**config.mk**
```make
export PLATFORM = sky130hd
export DESIGN_NAME = layer_mac
export DESIGN_NICKNAME = d
export VERILOG_FILES = /design/src/rtl/nn_pkg.sv /design/src/rtl/nn_sat_shift.sv /design/src/rtl/layer_mac.sv
export SDC_FILE = /design/constraint.sdc
export NUM_CORES = 2
export LEC_CHECK = 0
export ABC_AREA = 1
export BUFFER_PORTS_ARGS = -buffer_cell sky130_fd_sc_hd__clkbuf_2
export CAP_MARGIN = 40
export CORE_MARGIN = 2
export CORE_UTILIZATION = 60
export CTS_BUF_LIST = sky130_fd_sc_hd__clkbuf_8
export DETAILED_ROUTE_END_ITERATION = 12
export PLACE_DENSITY_LB_ADDON = 0.25
export SLEW_MARGIN = 40
export SYNTH_ARGS = -nofsm -noshare
export SYNTH_HDL_FRONTEND = slang
export SYNTH_SLANG_ARGS = --single-unit
```
**constraint.sdc**
```tcl
create_clock -name clk -period 15.4 [get_ports clk]
set_clock_uncertainty 0.1 [all_clocks]
set_input_delay 0 -clock clk [delete_from_list [all_inputs] [get_ports clk]]
set_output_delay 0 -clock clk [all_outputs]
set_load 0.05 [all_outputs]
```
**src/rtl/nn_pkg.sv**
```systemverilog
// Shared fixed-point constants, FSM state encoding and saturating-add helper for the NN datapath.
package nn_pkg;

  localparam int unsigned FRAC_BITS_DEF = 16;

  localparam logic [31:0] SAT_MAX = 32'h7FFF_FFFF;
  localparam logic [31:0] SAT_MIN = 32'h8000_0000;

  typedef enum logic [1:0] {
    StIdle,
    StMac,
    StEmit,
    StDone
  } state_e;

  // Clamps to the 64-bit rails instead of wrapping, so long dot products of large values clip.
  function automatic logic signed [63:0] sat_add64(input logic signed [63:0] a,
                                                   input logic signed [63:0] b);
    logic [64:0] s;
    s = {a[63], a} + {b[63], b};
    if (s[64] != s[63]) begin
      sat_add64 = s[64] ? {1'b1, 63'b0} : {1'b0, {63{1'b1}}};
    end else begin
      sat_add64 = s[63:0];
    end
  endfunction

endpackage

```
**src/rtl/nn_sat_shift.sv**
```systemverilog
// Combinational rescale of a 64-bit accumulator to 32-bit fixed point with saturation.
// Optional ReLU clamp when LAYER_MAC_RELU_EN is defined.
module nn_sat_shift
  import nn_pkg::*;
#(
  parameter int unsigned FRAC_BITS = FRAC_BITS_DEF
) (
  input  logic signed [63:0] acc_i,
  output logic        [31:0] res_o
);

  localparam logic signed [63:0] SatHi = {{32{1'b0}}, SAT_MAX};
  localparam logic signed [63:0] SatLo = {{32{1'b1}}, SAT_MIN};

  logic signed [63:0] shifted;
  logic        [31:0] sat;

  always_comb begin
    shifted = acc_i >>> FRAC_BITS;
    if (shifted > SatHi) begin
      sat = SAT_MAX;
    end else if (shifted < SatLo) begin
      sat = SAT_MIN;
    end else begin
      sat = shifted[31:0];
    end
`ifdef LAYER_MAC_RELU_EN
    res_o = sat[31] ? 32'h0000_0000 : sat;
`else
    res_o = sat;
`endif
  end

endmodule

```
**src/rtl/layer_mac.sv**
```systemverilog
// Fully-connected layer engine: one MAC per cycle per neuron, results emitted over a
// valid/ready port. ReLU on results is enabled by defining LAYER_MAC_RELU_EN.
module layer_mac
  import nn_pkg::*;
#(
  parameter int unsigned N_IN      = 64,
  parameter int unsigned N_OUT     = 32,
  parameter int unsigned FRAC_BITS = FRAC_BITS_DEF
) (
  input  logic        clk,
  input  logic        reset,
  input  logic        start,
  output logic [15:0] weight_addr,
  input  logic [31:0] weight_data,
  output logic [15:0] act_addr,
  input  logic [31:0] act_data,
  output logic        out_valid,
  input  logic        out_ready,
  output logic [15:0] out_index,
  output logic [31:0] out_data,
  output logic        busy,
  output logic        done
);

  localparam logic [15:0] NIn     = 16'(N_IN);
  localparam logic [15:0] LastIn  = 16'(N_IN - 1);
  localparam logic [15:0] LastOut = 16'(N_OUT - 1);

  state_e             state_q, state_d;
  logic        [15:0] i_q, i_d, o_q, o_d;
  logic        [15:0] wa_q, wa_d, aa_q, aa_d;
  logic        [15:0] oi_q, oi_d;
  logic        [31:0] od_q, od_d;
  logic signed [63:0] acc_q, acc_d;
  logic signed [63:0] prod, acc_sum;
  logic        [31:0] sat_res;
  logic               last_in, last_out;

  assign last_in  = (i_q == LastIn);
  assign last_out = (o_q == LastOut);
  assign prod     = $signed({{32{weight_data[31]}}, weight_data}) *
                    $signed({{32{act_data[31]}}, act_data});
  assign acc_sum  = sat_add64(acc_q, prod);

  // Final product folds in combinationally so EMIT is entered with the complete sum.
  nn_sat_shift #(
    .FRAC_BITS(FRAC_BITS)
  ) u_sat_shift (
    .acc_i(acc_sum),
    .res_o(sat_res)
  );

  always_ff @(posedge clk or posedge reset) begin
    if (reset) begin
      state_q <= StIdle;
      i_q     <= '0;
      o_q     <= '0;
      wa_q    <= '0;
      aa_q    <= '0;
      oi_q    <= '0;
      od_q    <= '0;
      acc_q   <= '0;
    end else begin
      state_q <= state_d;
      i_q     <= i_d;
      o_q     <= o_d;
      wa_q    <= wa_d;
      aa_q    <= aa_d;
      oi_q    <= oi_d;
      od_q    <= od_d;
      acc_q   <= acc_d;
    end
  end

  always_comb begin
    state_d = state_q;
    unique case (state_q)
      StIdle:  if (start) state_d = StMac;
      StMac:   if (last_in) state_d = StEmit;
      StEmit:  if (out_ready) state_d = last_out ? StDone : StMac;
      StDone:  state_d = StIdle;
      default: state_d = StIdle;
    endcase
  end

  always_comb begin
    i_d   = i_q;
    o_d   = o_q;
    wa_d  = wa_q;
    aa_d  = aa_q;
    oi_d  = oi_q;
    od_d  = od_q;
    acc_d = acc_q;
    unique case (state_q)
      StIdle: begin
        if (start) begin
          i_d   = '0;
          o_d   = '0;
          wa_d  = '0;
          aa_d  = '0;
          acc_d = '0;
        end
      end
      StMac: begin
        acc_d = acc_sum;
        i_d   = last_in ? 16'd0 : i_q + 16'd1;
        aa_d  = i_d;
        wa_d  = o_q * NIn + i_d;
        if (last_in) begin
          od_d = sat_res;
          oi_d = o_q;
        end
      end
      StEmit: begin
        if (out_ready) begin
          o_d   = last_out ? 16'd0 : o_q + 16'd1;
          i_d   = '0;
          aa_d  = '0;
          acc_d = '0;
          wa_d  = o_d * NIn;
        end
      end
      default: ;
    endcase
  end

  always_comb begin
    out_valid = 1'b0;
    busy      = 1'b0;
    done      = 1'b0;
    unique case (state_q)
      StMac:   busy = 1'b1;
      StEmit: begin
        busy      = 1'b1;
        out_valid = 1'b1;
      end
      StDone:  done = 1'b1;
      default: ;
    endcase
  end

  assign weight_addr = wa_q;
  assign act_addr    = aa_q;
  assign out_index   = oi_q;
  assign out_data    = od_q;

endmodule

```
==> qor.csv <==
stage,metric,value,unit
status,status,"finished, final reports clean",
layout,Final #Nets,7881,
floorplan,Starting Density,60.56,%
yosys,cells after synthesis,6390,
setup_path,Worst Path Arrival,10960,ps
floorplan,Core ar.,83560,µm²
route,Avg WL per Cell,17.91,µm
setup_path,crit path max fanout,40,
setup_path,CP Data Required Time,15720,ps
clock_network,CTS Sinks,162,
layout,Multi-input gate area,37940,µm²
yosys,number of synthesized register bits,162,
setup_path,crit-path most repeated cell,nand2_1,
yosys,syn avg cell area,7.918,µm²
route,DR vias/cell,5.265,
clock_network,post-cts gate resize count,0,
floorplan,floorplan row count,106,
clock_network,TritonCTS clock tree,built,
timing,Fmax,93.93,MHz
clock_network,H-tree levels,4,
yosys,share of the synthesized area in the top cell type,48.39,%
timing,TNS Setup,0,ps
timing,final slew viol count,0,
layout,filler instances,7389,
timing,post-layout minimum cycle time,10650,ps
setup_path,startpoint types,input port,
clock_network,# hold bufs at CTS,3,
clock_network,Root Driver,clkbuf_8,
route,routed wire length,133400,µm
yosys,number of flops mapped to enable cells by yosys,0,
yosys,"Seq/Total Area, Yosys",8.012,%
layout,Reg area,4054,µm²
timing,count of final setup violators,0,
yosys,post-synth cell types,48,
flow_run,maximum capacitance violations,0,
yosys,"count leader, synth",inv_1,
setup_path,Buf/Inv on CP,8,
timing,RSZ-0062 raised after global routing,no,
setup_path,flop2flop setup slack,5270,ps
global_route,vias in the first global route,41747,
layout,layout cells sized above 1,4.398,%
route,Via Count,39213,
clock_network,Worst-path clk slew,110,ps
timing,relative slew slack,39.75,%
global_route,Global Route Usage Sum,32.92,%
global_route,first-pass GRT wire length,221900,µm
floorplan,die width,294.4,µm
setup_path,CP max stage cell,fa_1,
setup_path,WS Path Type,input port to register,
global_route,initial antenna violation count,3,
place,GP Congestion,1.023,
route,Initial DRT Pass Iterations,5,
route,ANT nets after route,0,
timing,Worst Max-Slew Pin Slew,903.7,ps
yosys,Post-synth top cells,"2032 x inv_1, 1757 x nand2_1, 1223 x fa_1",
yosys,Syn Nets,7917,
clock_network,clk_lat worst skew,550,ps
floorplan,height of the chip,294.4,µm
layout,area grow syn2layout,3.868,%
global_route,maximum number of pins on one net before global-route repair,98,
yosys,Synth Warn #,0,
timing,period utilization,69.13,%
setup_path,crit end category,register,
yosys,Async SR Flop Fraction,100.0,%
clock_network,CTS Buffer Depth,2,
yosys,Synth area leader,fa_1,
yosys,top post-synthesis cells by area,"fa_1 48%, inv_1 15%, nand2_1 13%",
place,Buffers on Ports,150,
global_route,total congestion overflow,0,
route,initial drt markers,2794,
timing,final hold violations,0,
setup_path,CP peak stage delay,870,ps
place,DP Wirelength,113700,µm
min_path,type of the worst min-delay path,input port to async pin,
route,DR DRC count,0,
yosys,mapped cell area,50600,µm²
setup_path,Worst path top cell family by delay,adder cells,
floorplan,DIE AREA,86670,µm²
clock_network,TritonCTS Buffers,17,
floorplan,IO Pins,151,
yosys,top_reg_cell synth,dfrtp_1,
clock_network,Post-CTS Setup Inserts,0,
==> state kept, by name, indices dropped and copies added, names as in the netlist <==
register,count
acc_q,64
out_data,32
act_addr,16
o_q,16
out_index,16
weight_addr,16
state_q,2
==> logic make-up (layout without fill, tap and decap cells) <==
family	after synthesis	after routing	share of synthesized area (%)
buffers and inverters	2280	2257	17.05
AND/OR/NAND/NOR	2155	2155	16.83
adder cells (fa/ha/maj)	1459	1459	54.22
XOR/XNOR	25	25	0.4328
other	0	1	0
AO/OA/AOI/OAI	309	309	3.447
flip-flops	162	162	8.012
==> final timing paths <==
kind,startpoint,depth (start not counted),end
min in group clk,out_ready,4,o_q[14]$_DFFE_PP0P_
worst min register to register,weight_addr[15]$_DFFE_PP0P_,2,weight_addr[15]$_DFFE_PP0P_
max in group asynchronous,reset,4,acc_q[20]$_DFFE_PP0P_
worst max-delay path,act_data[8],37,out_data[12]$_DFFE_PP0P_
worst max register to register,acc_q[28]$_DFFE_PP0P_,38,out_data[12]$_DFFE_PP0P_
worst min-delay path,reset,3,acc_q[58]$_DFFE_PP0P_
==> layer usage <==
metal  share of wire, %  track usage, %  wire (µm)  up-vias
li1                   -               -          -    17710
met1                 42           46.41      55910    19853
met2                 49           54.98      65490     1438
met3                7.1           4.427       9428      210
met4                1.9           6.944       2541        2
met5             0.0090               0         12        -
==> metrics by stage <==
step	std cells	util (%)	area, µm²	setup WS [ps]	hold slack (ps)
floorplan	6390	-	50600	6066	274.4
global placement	7410	62.22	51990	3901	152.7
detailed placement	7412	62.32	52070	4273	75.59
CTS	7447	62.89	52550	4843	36.27
global route	7447	62.89	52550	3970	84.70
finish	7448	62.90	52550	4754	40.53
==> layout by cell type, fill, tap and decap left out, drive strengths merged, types with 4 or more instances in the layout <==
cell / count
nand3: 110
and3: 4
nor2: 200
clkinv: 6
or2: 22
a21oi: 80
o32ai: 4
o22ai: 46
dfrtp: 162
ha: 236
o21ai: 133
inv: 2042
xnor2: 5
nand4: 24
o21bai: 13
nand2: 1765
nor3: 16
buf: 51
fa: 1223
xor2: 20
a22o: 8
o21a: 4
nor4: 7
clkbuf: 151
o211ai: 9
and2: 5
==> final cells by class <==
cell class | count | share of cell area (%)
diodes | 1 | 0.004762
clock buffers | 17 | 0.4452
clock inverters | 15 | 0.4071
inverters | 2037 | 14.56
multi-input cells | 3948 | 72.18
flip-flops and latches | 162 | 7.714
well taps | 1080 | 2.571
repair buffers | 188 | 2.112
==> tightest hold or removal path: cells and delay by family <==
| kind | cells | cell delay (ps) |
|---|---|---|
| buffers and inverters | 3 | 1170 |
Power is not shown: default switching activity piles up to over one toggle a cycle in this logic, so the estimate is an artifact.
